<file path="config.mk">
export PLATFORM = sky130hd
export DESIGN_NAME = fp_mul_round
export DESIGN_NICKNAME = d
export VERILOG_FILES = /design/src/rtl/fp_mul_round.sv
export SDC_FILE = /design/constraint.sdc
export NUM_CORES = 1
export LEC_CHECK = 0
export BUFFER_PORTS_ARGS = -buffer_cell sky130_fd_sc_hd__buf_2
export CAP_MARGIN = 10
export CORE_MARGIN = 2
export CORE_UTILIZATION = 40
export CTS_CLUSTER_SIZE = 24
export DETAILED_ROUTE_END_ITERATION = 6
export SETUP_SLACK_MARGIN = 0.4
export SYNTH_ARGS = -nofsm -noshare
export SYNTH_HDL_FRONTEND = slang
export SYNTH_SLANG_ARGS = --single-unit
</file>
<file path="constraint.sdc">
create_clock -name clk -period 8.67 [get_ports clk]
set_input_delay 1.734 -clock clk [delete_from_list [all_inputs] [get_ports clk]]
set_output_delay 1.734 -clock clk [all_outputs]
set_load 0.02 [all_outputs]
</file>
<file path="src/rtl/fp_mul_round.sv">
// Two-stage IEEE-754 single-precision multiply back end.
// S1 detects special operands, normalizes the mantissa product and forms the
// biased exponent. S2 rounds to nearest-even, range-checks and packs.
// A valid/ready handshake with stall propagation joins the two stages.
module fp_mul_round #(
  parameter int EXP_BIAS = 127
) (
  input  logic        clk,
  input  logic        rst,
  input  logic        in_valid,
  output logic        in_ready,
  input  logic        sign_a,
  input  logic        sign_b,
  input  logic [7:0]  exp_a,
  input  logic [7:0]  exp_b,
  input  logic [47:0] prod,
  output logic        out_valid,
  input  logic        out_ready,
  output logic [31:0] result,
  output logic [2:0]  flags
);

  localparam logic [31:0] QNAN = 32'h7FC00000;

  // pipeline occupancy and load enables
  logic        s1_valid;
  logic        s2_valid;
  logic        s1_load;
  logic        s2_load;

  // S1 combinational results
  logic        c_sign;
  logic        c_norm;
  logic        c_special;
  logic [31:0] c_spec_res;
  logic [22:0] c_mant;
  logic        c_guard;
  logic        c_sticky;
  logic [9:0]  c_exp;

  // S1 registers
  logic        s1_sign;
  logic        s1_special;
  logic [31:0] s1_spec_res;
  logic [22:0] s1_mant;
  logic        s1_guard;
  logic        s1_sticky;
  logic [9:0]  s1_exp;

  // S2 combinational results
  logic        r_inc;
  logic        r_carry;
  logic [22:0] r_mant;
  logic [9:0]  r_exp;
  logic [31:0] r_result;
  logic [2:0]  r_flags;

  assign out_valid = s2_valid;

  // Stall propagation: S2 frees when empty or drained, S1 when empty or moving on.
  always_comb begin
    s2_load  = !s2_valid || out_ready;
    s1_load  = !s1_valid || s2_load;
    in_ready = !rst && s1_load;
  end

  // S1: special-operand decode, normalization and exponent arithmetic
  always_comb begin
    c_sign     = sign_a ^ sign_b;
    c_norm     = prod[47];
    c_special  = (exp_a == 8'hFF) || (exp_b == 8'hFF) ||
                 (exp_a == 8'h00) || (exp_b == 8'h00);
    c_spec_res = {c_sign, 31'b0};
    if (((exp_a == 8'hFF) && (exp_b == 8'h00)) ||
        ((exp_b == 8'hFF) && (exp_a == 8'h00))) begin
      c_spec_res = QNAN;
    end else if ((exp_a == 8'hFF) || (exp_b == 8'hFF)) begin
      // upstream flags a NaN operand through prod[0]
      c_spec_res = prod[0] ? QNAN : {c_sign, 8'hFF, 23'b0};
    end
    if (c_norm) begin
      c_mant   = prod[46:24];
      c_guard  = prod[23];
      c_sticky = |prod[22:0];
    end else begin
      c_mant   = prod[45:23];
      c_guard  = prod[22];
      c_sticky = |prod[21:0];
    end
    // 10-bit two's complement: values below zero and above 255 stay distinguishable
    c_exp = 10'(exp_a) + 10'(exp_b) - 10'(EXP_BIAS) + {9'b0, c_norm};
  end

  // S1 register
  always_ff @(posedge clk) begin
    if (rst) begin
      s1_valid <= 1'b0;
    end else if (s1_load) begin
      s1_valid <= in_valid;
      if (in_valid) begin
        s1_sign     <= c_sign;
        s1_special  <= c_special;
        s1_spec_res <= c_spec_res;
        s1_mant     <= c_mant;
        s1_guard    <= c_guard;
        s1_sticky   <= c_sticky;
        s1_exp      <= c_exp;
      end
    end
  end

  // S2: round-to-nearest-even, range check and pack
  always_comb begin
    r_inc             = s1_guard & (s1_sticky | s1_mant[0]);
    {r_carry, r_mant} = {1'b0, s1_mant} + {23'b0, r_inc};
    r_exp             = s1_exp + {9'b0, r_carry};
    r_result          = {s1_sign, r_exp[7:0], r_mant};
    r_flags           = {2'b00, s1_guard | s1_sticky};
    if (s1_special) begin
      r_result = s1_spec_res;
      r_flags  = 3'b000;
    end else if ($signed(r_exp) >= 10'sd255) begin
      r_result = {s1_sign, 8'hFF, 23'b0};
      r_flags  = 3'b101;
    end else if ($signed(r_exp) <= 10'sd0) begin
      r_result = {s1_sign, 31'b0};
      r_flags  = 3'b011;
    end
  end

  // S2 register; contents hold while the consumer stalls
  always_ff @(posedge clk) begin
    if (rst) begin
      s2_valid <= 1'b0;
      result   <= '0;
      flags    <= '0;
    end else if (s2_load) begin
      s2_valid <= s1_valid;
      if (s1_valid) begin
        result <= r_result;
        flags  <= r_flags;
      end
    end
  end

endmodule

</file>
==> results.ini <==
[outcome]
status = finished clean

[yosys]
synth_area_leader_cell = edfxtp_1
synth_cell_type_count = 48
syn_inst = 406
syn_avg_cell_area_um2 = 10.4
synth_nets = 497
yosys_warnings = 0
synthesis.area_um2 = 4210
yosysTopAreaCellShare_pct = 28.5
ys_ff_latch = 77
ys.flop_type = edfxtp_1
synth_edf_count = 40
synthTopCellsByArea = edfxtp_1, dfxtp_1, mux2_2
async_flop_share_pct = 0
synth.top_cells.by_count = nand2_1, edfxtp_1, dfxtp_1
synth_most_common_cell = nand2_1
seq_area_frac_synth_pct = 46.1

[route]
antenna_left = 0
vias = 3311
routed_via_density = 5.08
wl_um = 8880
firstDrtPassIters = 4
drt_iter0_drc = 98
wl_per_cell_um = 13.6
drc = 0

[layout]
antenna_cells = 0
final_core_util_pct = 49.2
fillers = 983
register_area_um2 = 1940
drive_gt1_share_pct = 34.3
multiInputGateArea_um2 = 2120
syn2layout_area_growth_pct = 20.0
nets = 602

[worst_setup_path]
worstReg2RegEnd = result[2]
crit_path_top_delay_cell = nor3_1
crit_arrival_ns = 4.75
rr_startpoint = s1_mant[0]
startpoint_type = flip-flop
critPathKind = reg -> reg
cp-end-kind = flip-flop
path_buf_inv = 0
max_stage_delay_ns = 0.79
crit_chain = o21a_1 -> ha_1 -> nand2_1 -> nor3_1 -> and3_1 -> and3_1 -> ha_1 -> nand3_1 -> nor3_1 -> xor2_1 -> nor3_1 -> or4b_4 -> o21ai_0
cp_common_cell = nor3_1
r2r_cells = 13
cp-startpoint = s1_mant[0]
cp_data_required_time_ns = 8.97
crit_family = simple AND/OR/NAND/NOR gates
r2r_setup_slack_ns = 4.22
cp_max_fo = 22

[floorplanning]
core_area_um2 = 10300
dieHeight_um = 107
die_area_um2 = 11400
start_util_pct = 41.0
io-pin-count = 107
num_rows = 37
die_x_um = 107

[clocking]
cts_setup_buffers = 0
clkTransAtPathRegs_ns = 0.09
cts_tree = done
root_buffer = clkbuf_8
hold_buffers = 0
cts_buffers = 9
cts.path.max_buffers = 2
cts_num_sinks = 77
htree_levels = 3
cts-resized-gates = 0
clk_latency_ns = 0.37

[job]
cap_violations = 0

[power]
swShare_pct = 27.2
clkPwrFrac_pct = 33.6
p_leak_nw = 2.06
power_w = 0.000823
seqPwrFrac_pct = 51.4
switching_power_w = 0.000223
pwr-share-comb_pct = 15.0
power_density_nw_per_um2 = 163
irDropWorstVdd_v = 0.0000691
p_int_w = 0.000599

[hold_path]
hold_class = reg -> reg
worstHoldEndpoint = result[15]
hp-start = result[15]
whs_path_depth = 2

[sta]
setup_viol = 0
rsz0062_at_grt = no
drv_slew = 0
setup_tns_ns = 0
skew_ns = 0.0103
worst_pin_slew_ns = 0.959
min_period_ns = 4.45
max_freq_ghz = 0.225
fin_crit_sh_pct = 51.3
hold_violations = 0
slew_headroom_pct = 35.6

[global_route]
grt_overflow = 0
grt_pass1_wl_um = 14400
grt_util_all_layers_pct = 16.2
grt_max_degree = 41
antenna_found_initial = 0
first_global_vias = 3060

[placement]
dp_hpwl_um = 7090
gp_congestion = 0.884
portBuffers = 106

==> layer usage <==
metal | share of wire, % | track usage, % | vias up
met5 | 0 | 0 | -
met3 | 5.8 | 2.92 | 16
met1 | 51 | 23.4 | 1496
li1 | - | - | 1693
met2 | 41 | 23.2 | 106
met4 | 2.1 | 7.79 | 0
==> final cells by class <==
cell class	instances	share of cell area, %
clock buffer	9	2.45
clock inverter	7	1.63
inverter	20	1.48
multi-input combinational	295	41.9
sequential	77	38.4
tap	136	3.36
timing repair buffer	108	10.8
==> power by group through the flow <==
stage	clock (W)	sequential (W)	combinational, W
CTS	0.000283	0.000423	0.000124
detailed placement	0	0.000431	0.000123
finish	0.000276	0.000423	0.000123
global placement	0	0.000431	0.000122
global route	0.000300	0.000426	0.000138
floorplan	0	0.000432	0.0000798
==> state kept, by name (all words and copies together), names as in the netlist <==
| signal | cells |
|---|---|
| s1_guard | 1 |
| s1_valid | 1 |
| s1_special | 1 |
| s1_exp | 10 |
| s1_sign | 1 |
| s1_sticky | 1 |
| flags | 3 |
| s1_spec_res | 3 |
| out_valid | 1 |
| s1_mant | 23 |
| result | 32 |
==> logic make-up (layout without fill, tap and decap cells) <==
group                    Yosys count  after routing  share of synthesized area [%]
AO/OA/AOI/OAI                     73             73                           13.0
XOR/XNOR                          34             34                           7.07
adder cells (fa/ha/maj)           21             21                           6.42
buffers and inverters             34            144                           3.62
flip-flops                        77             77                           46.1
multiplexers                      26             26                           6.89
AND/OR/NAND/NOR                  141            141                           16.9
==> stage by stage <==
step,std cells,worst slack [ns],area (um2),hold slack (ns)
after global routing,652,3.90,5060,0.470
after CTS,652,4.22,5060,0.458
final,652,4.22,5060,0.452
after detailed placement,636,4.27,4850,0.438
after floorplan,406,4.33,4210,0.496
after global placement,636,4.34,4850,0.435
==> cells in the final DEF (no fill, tap or decap), drive strengths merged, types with 2 or more instances in the layout <==
cell / n
a211oi: 4
a21boi: 4
a21oi: 12
a22oi: 6
a31o: 2
a31oi: 4
and3: 5
and4: 3
buf: 108
clkbuf: 9
clkinv: 2
clkinvlp: 2
dfxtp: 37
edfxtp: 40
ha: 20
inv: 22
mux2: 24
mux2i: 2
nand2: 46
nand2b: 2
nand3: 13
nand4: 15
nor2: 24
nor2b: 5
nor3: 11
nor4: 11
o21a: 3
o21ai: 30
or2: 2
xnor2: 16
xor2: 18
==> worst register-to-register path, delay by kind of cell (launching register included) <==
| kind | cells | cell delay, ns |
|---|---|---|
| fa+ha+maj | 2 | 0.38 |
| xor+xnor | 1 | 0.12 |
| flops | 1 | 0.38 |
| compound gates | 2 | 0.37 |
| simple gates | 8 | 3.13 |
==> how the worst max path moves through the flow <==
| stage | to | slack [ns] | depth (start not counted) |
|---|---|---|---|
| finish | result[2] | 4.22 | 13 |
| global route | result[2] | 3.90 | 13 |
| CTS | result[2] | 4.22 | 13 |
| detailed placement | result[2] | 4.27 | 12 |
| global placement | s1_exp[8] | 4.34 | 13 |
| floorplan | s1_exp[8] | 4.33 | 14 |
No activity file was read; power rests on OpenSTA's default activity.
